`src/rtl/alu_pkg.sv`:
```
// Shared encodings for the sequential shifter: operation codes, FSM states and an op classifier.
package alu_pkg;

  typedef enum logic [2:0] {
    OpLoad = 3'd0,
    OpShl  = 3'd1,
    OpShr  = 3'd2,
    OpSar  = 3'd3,
    OpRol  = 3'd4,
    OpRor  = 3'd5,
    OpRsv6 = 3'd6,
    OpRsv7 = 3'd7
  } op_e;

  typedef enum logic [1:0] {
    StIdle  = 2'd0,
    StShift = 2'd1,
    StDone  = 2'd2
  } state_e;

  // LOAD and the reserved codes complete without any shift cycles.
  function automatic logic op_shifts(op_e op);
    return op inside {OpShl, OpShr, OpSar, OpRol, OpRor};
  endfunction

endpackage

```
`src/rtl/shift_step.sv`:
```
// Single-bit shift/rotate step: next q and the bit moved out, for one SHIFT cycle.
module shift_step
  import alu_pkg::*;
#(
  parameter int unsigned Width = 8
) (
  input  logic [Width-1:0] q,
  input  op_e              op,
  input  logic             ser_in,
  output logic [Width-1:0] q_next,
  output logic             carry_next
);

  always_comb begin
    q_next     = q;
    carry_next = 1'b0;
    unique case (op)
      OpShl: begin
        q_next     = {q[Width-2:0], ser_in};
        carry_next = q[Width-1];
      end
      OpShr: begin
        q_next     = {ser_in, q[Width-1:1]};
        carry_next = q[0];
      end
      OpSar: begin
        q_next     = {q[Width-1], q[Width-1:1]};
        carry_next = q[0];
      end
      OpRol: begin
        q_next     = {q[Width-2:0], q[Width-1]};
        carry_next = q[Width-1];
      end
      OpRor: begin
        q_next     = {q[0], q[Width-1:1]};
        carry_next = q[0];
      end
      default: begin
        q_next     = q;
        carry_next = 1'b0;
      end
    endcase
  end

endmodule

```
`src/rtl/seq_shift_reg.sv`:
```
// Sequential multi-cycle shifter: accepts an operand and count, shifts one bit per cycle.
module seq_shift_reg
  import alu_pkg::*;
#(
  parameter int unsigned WIDTH = 8,
  parameter int unsigned AMT_W = 4
) (
  input  logic             clk,
  input  logic             rst_n,
  input  logic             start,
  input  logic [2:0]       op,
  input  logic [WIDTH-1:0] d_in,
  input  logic [AMT_W-1:0] amt,
  input  logic             ser_in,
  output logic [WIDTH-1:0] q,
  output logic             busy,
  output logic             done,
  output logic             carry
);

  state_e           state_q, state_d;
  op_e              op_q;
  logic [WIDTH-1:0] q_q;
  logic             carry_q;
  logic [AMT_W-1:0] count_q;

  logic             accept;
  state_e           accept_state;
  logic [WIDTH-1:0] step_q;
  logic             step_carry;

  // Start is only honoured outside SHIFT; a request while busy is dropped.
  assign accept       = start && (state_q != StShift);
  assign accept_state = ((amt == '0) || !op_shifts(op_e'(op))) ? StDone : StShift;

  shift_step #(
    .Width (WIDTH)
  ) u_shift_step (
    .q          (q_q),
    .op         (op_q),
    .ser_in     (ser_in),
    .q_next     (step_q),
    .carry_next (step_carry)
  );

  always_ff @(posedge clk) begin
    if (!rst_n) begin
      state_q <= StIdle;
    end else begin
      state_q <= state_d;
    end
  end

  always_comb begin
    state_d = state_q;
    unique case (state_q)
      StIdle:  if (start) state_d = accept_state;
      StShift: if (count_q == AMT_W'(1)) state_d = StDone;
      StDone:  state_d = start ? accept_state : StIdle;
      default: state_d = StIdle;
    endcase
  end

  always_ff @(posedge clk) begin
    if (!rst_n) begin
      q_q     <= '0;
      carry_q <= 1'b0;
      count_q <= '0;
      op_q    <= OpLoad;
    end else if (accept) begin
      q_q     <= d_in;
      carry_q <= 1'b0;
      count_q <= amt;
      op_q    <= op_e'(op);
    end else if (state_q == StShift) begin
      q_q     <= step_q;
      carry_q <= step_carry;
      count_q <= count_q - AMT_W'(1);
    end
  end

  always_comb begin
    busy  = (state_q == StShift);
    done  = (state_q == StDone);
    q     = q_q;
    carry = carry_q;
  end

endmodule

```
`config.mk`:
```
export PLATFORM = sky130hd
export DESIGN_NAME = seq_shift_reg
export DESIGN_NICKNAME = d
export VERILOG_FILES = /design/src/rtl/alu_pkg.sv /design/src/rtl/shift_step.sv /design/src/rtl/seq_shift_reg.sv
export SDC_FILE = /design/constraint.sdc
export NUM_CORES = 1
export LEC_CHECK = 0
export CAP_MARGIN = 20
export CORE_MARGIN = 3
export CORE_UTILIZATION = 53
export DETAILED_ROUTE_END_ITERATION = 8
export GPL_TIMING_DRIVEN = 0
export HOLD_SLACK_MARGIN = 0.15
export PLACE_DENSITY = 0.84
export SKIP_LAST_GASP = 1
export SYNTH_ARGS = -nofsm -noshare
export SYNTH_HDL_FRONTEND = slang
export SYNTH_HIERARCHICAL = 1
export SYNTH_SLANG_ARGS = --single-unit
```
`constraint.sdc`:
```
create_clock -name clk -period 3.1 [get_ports clk]
set_input_delay 0.31 -clock clk [delete_from_list [all_inputs] [get_ports clk]]
set_output_delay 0.31 -clock clk [all_outputs]
set_load 0.02 [all_outputs]
```
==> flow_metrics.tcl <==
set metrics [dict create \
    place_area_um2 1573 \
    cts_setup_buffers 0 \
    worstSetupPathType "reg2out" \
    cts-root-buf "clkbuf_4" \
    dr_total_vias 1267 \
    ir_drop_mv 0.2579 \
    cts_sinks 18 \
    globalplace.congestion 0.9019 \
    intPower_w 0.0004354 \
    synth_cell_types 38 \
    drive_gt1_share_pct 8.995 \
    grt_max_degree 11 \
    drtPass1Iterations 4 \
    path_max_fanout 10 \
    post-dp-hpwl_mm 2.338 \
    setup_viol 0 \
    endpoint_kind "output port" \
    synth_edf_count 0 \
    min_period_ps 2062 \
    cts_hold_buf 0 \
    drtIter0Drc 42 \
    overflow 0 \
    synth.avg_cell_area_um2 7.959 \
    cts_tree "done" \
    p_seq_share_pct 42.9 \
    ctsResizeCount 0 \
    clk_pin_slew_ps 100 \
    grt_use_total_pct 22.57 \
    status "complete, no violations" \
    synth-seq-area-share_pct 28.66 \
    synth.most_common_cell "dfxtp_1" \
    cp.required_ps 2790 \
    clkLatencyLatePin_ps 290 \
    synth_top_cell_by_area "dfxtp_1" \
    async_flop_share_pct 0 \
    num_antenna_cells 0 \
    syn-num-nets 179 \
    finalNetCount 212 \
    synth_area_leaders "dfxtp_1 29%, mux2i_1 6.4%, nor2b_1 5.0%, a211oi_1 4.8%, nor2_1 4.8%" \
    grt_pass1_vias 1120 \
    fillers 188 \
    worst_slew_pin_slew_ps 467.0 \
    die_x_um 54.71 \
    switching_share_pct 35.27 \
    ys_ff_latch 18 \
    slew_viol_final 0 \
    numCtsBuffers 3 \
    synth_flop_cell "dfxtp_1" \
    htree_num_levels 1 \
    antenna_left 0 \
    synth_top_cell_area_share_pct 28.66 \
    critPathLaunchType "register" \
    syn_area_um2 1257 \
    rsz0062_at_grt "no" \
    start_util_pct 56.30 \
    wl_mm 3.150 \
    clockPowerShare_pct 17.7 \
    fp.dieArea_um2 2993 \
    period_share_pct 66.53 \
    min_path_type "reg2reg" \
    die_h_um 54.71 \
    switching_power_w 0.0002372 \
    hold_viol 0 \
    max_freq_mhz 484.9 \
    leakage_nw 0.6792 \
    remaining_drc_errors 0 \
    yosys_warnings 6 \
    syn_inst 158 \
    io_pins 30 \
    fin_area_um2 1595 \
    drv_cap 0 \
    synthTopCellsByCount "18 x dfxtp_1, 16 x nor2_1, 10 x nor2b_1, 9 x a21oi_1, 9 x nand2_1" \
    via_per_inst 5.839 \
    power_frac_comb_pct 39.5 \
    wire_per_inst_um 14.52 \
    row_count 17 \
    worst_slew_margin_rel_pct 68.75 \
    coreArea_um2 2233 \
    antenna_found_initial 0 \
    setup_tns_ps 0 \
    skew_ps 1.862 \
    power.density_nw_per_um2 421.6 \
    syn_to_final_growth_pct 26.87 \
    place.port_buffers 28 \
    grt_pass1_wl_mm 4.940 \
    cp.arrival_ps 1750 \
    clockBufferDepth 2 \
]
-- metal layers --
layer,global-route usage (%),up-vias,part of all wire [%]
met3,3.542,4,6.3
met4,7.054,0,0.92
li1,-,640,-
met2,36.02,48,45
met1,30.67,575,47
met5,0,-,0
-- state kept, by name (all words and copies together) (netlist names) --
| signal | count |
|---|---|
| q | 8 |
| op_q | 3 |
| count_q | 4 |
| carry | 1 |
| state_q | 2 |
-- layout by cell type (no fill, tap or decap), types with 3 or more instances in the layout --
cell and n:
nor2_1 16, clkbuf_4 3, nor3_1 7, nand3_1 6
a221o_1 3, inv_1 7, clkdlybuf4s50_1 28, buf_2 5
mux2i_1 8, dfxtp_1 18, nand2b_1 3, clkbuf_1 3
a211oi_1 8, nor2b_1 10, a21oi_1 9, mux2_2 3
nand2_1 9, o211a_1 4, a21boi_0 3, o21ai_0 7
-- critical path, stage by stage (launching register included) --
cell             delay [ps]
dfxtp_1                 320
nand2b_1                120
buf_2                   170
inv_1                    80
buf_4                   160
clkdlybuf4s50_1         610
-- per-stage QoR --
step	instances	util, %	hold slack, ps	total power (W)	worst slack, ps
after floorplan	158	-	459.9	0.0004617	1648
after global placement	214	70.42	459.7	0.0005481	1379
after detailed placement	214	70.42	463.6	0.0005558	1358
after CTS	217	71.43	478.4	0.0006744	1022
after global routing	217	71.43	506.0	0.0007201	920.4
final	217	71.43	475.3	0.0006725	1038
-- power by group through the flow --
stage / combinational (W) / sequential [W] / clock (W)
4_1_cts: 0.000264 / 0.000288 / 0.000122
3_5_place_dp: 0.000262 / 0.000293 / 0
3_3_place_gp: 0.000257 / 0.000291 / 0
2_1_floorplan: 0.000160 / 0.000302 / 0
6_report: 0.000265 / 0.000288 / 0.000119
5_1_grt: 0.000293 / 0.000293 / 0.000134
-- worst paths after layout --
check / start / endpoint / slack [ps] / depth (start not counted)
setup / recovery: state_q[1] / busy / 1040 / 5
hold / removal: carry / carry / 480 / 2
setup reg to reg: op_q[2] / q[4] / 1520 / 5
hold reg to reg: carry / carry / 480 / 2
-- kinds of logic (layout without fill, tap and decap cells) --
kind of cell,count (synthesis),after routing,share of synthesized area [%]
AO/OA/AOI/OAI,47,47,27.07
adder cells (fa/ha/maj),2,2,1.990
buffers and inverters,19,50,7.960
flip-flops,18,18,28.66
multiplexers,12,12,10.25
AND/OR/NAND/NOR,60,60,24.08
-- area by class of cell --
| class | instances | area [µm²] | share of cell area, % |
|---|---|---|---|
| Inverter | 7 | 26.28 | 1.647 |
| Sequential cell | 18 | 360.3 | 22.59 |
| Tap cell | 28 | 35.03 | 2.196 |
| Buffer | 12 | 73.82 | 4.627 |
| Multi-Input combinational cell | 121 | 797.0 | 49.96 |
| Timing Repair Buffer | 28 | 280.3 | 17.57 |
| Clock buffer | 3 | 22.52 | 1.412 |
No activity file was read; power rests on OpenSTA's default activity.
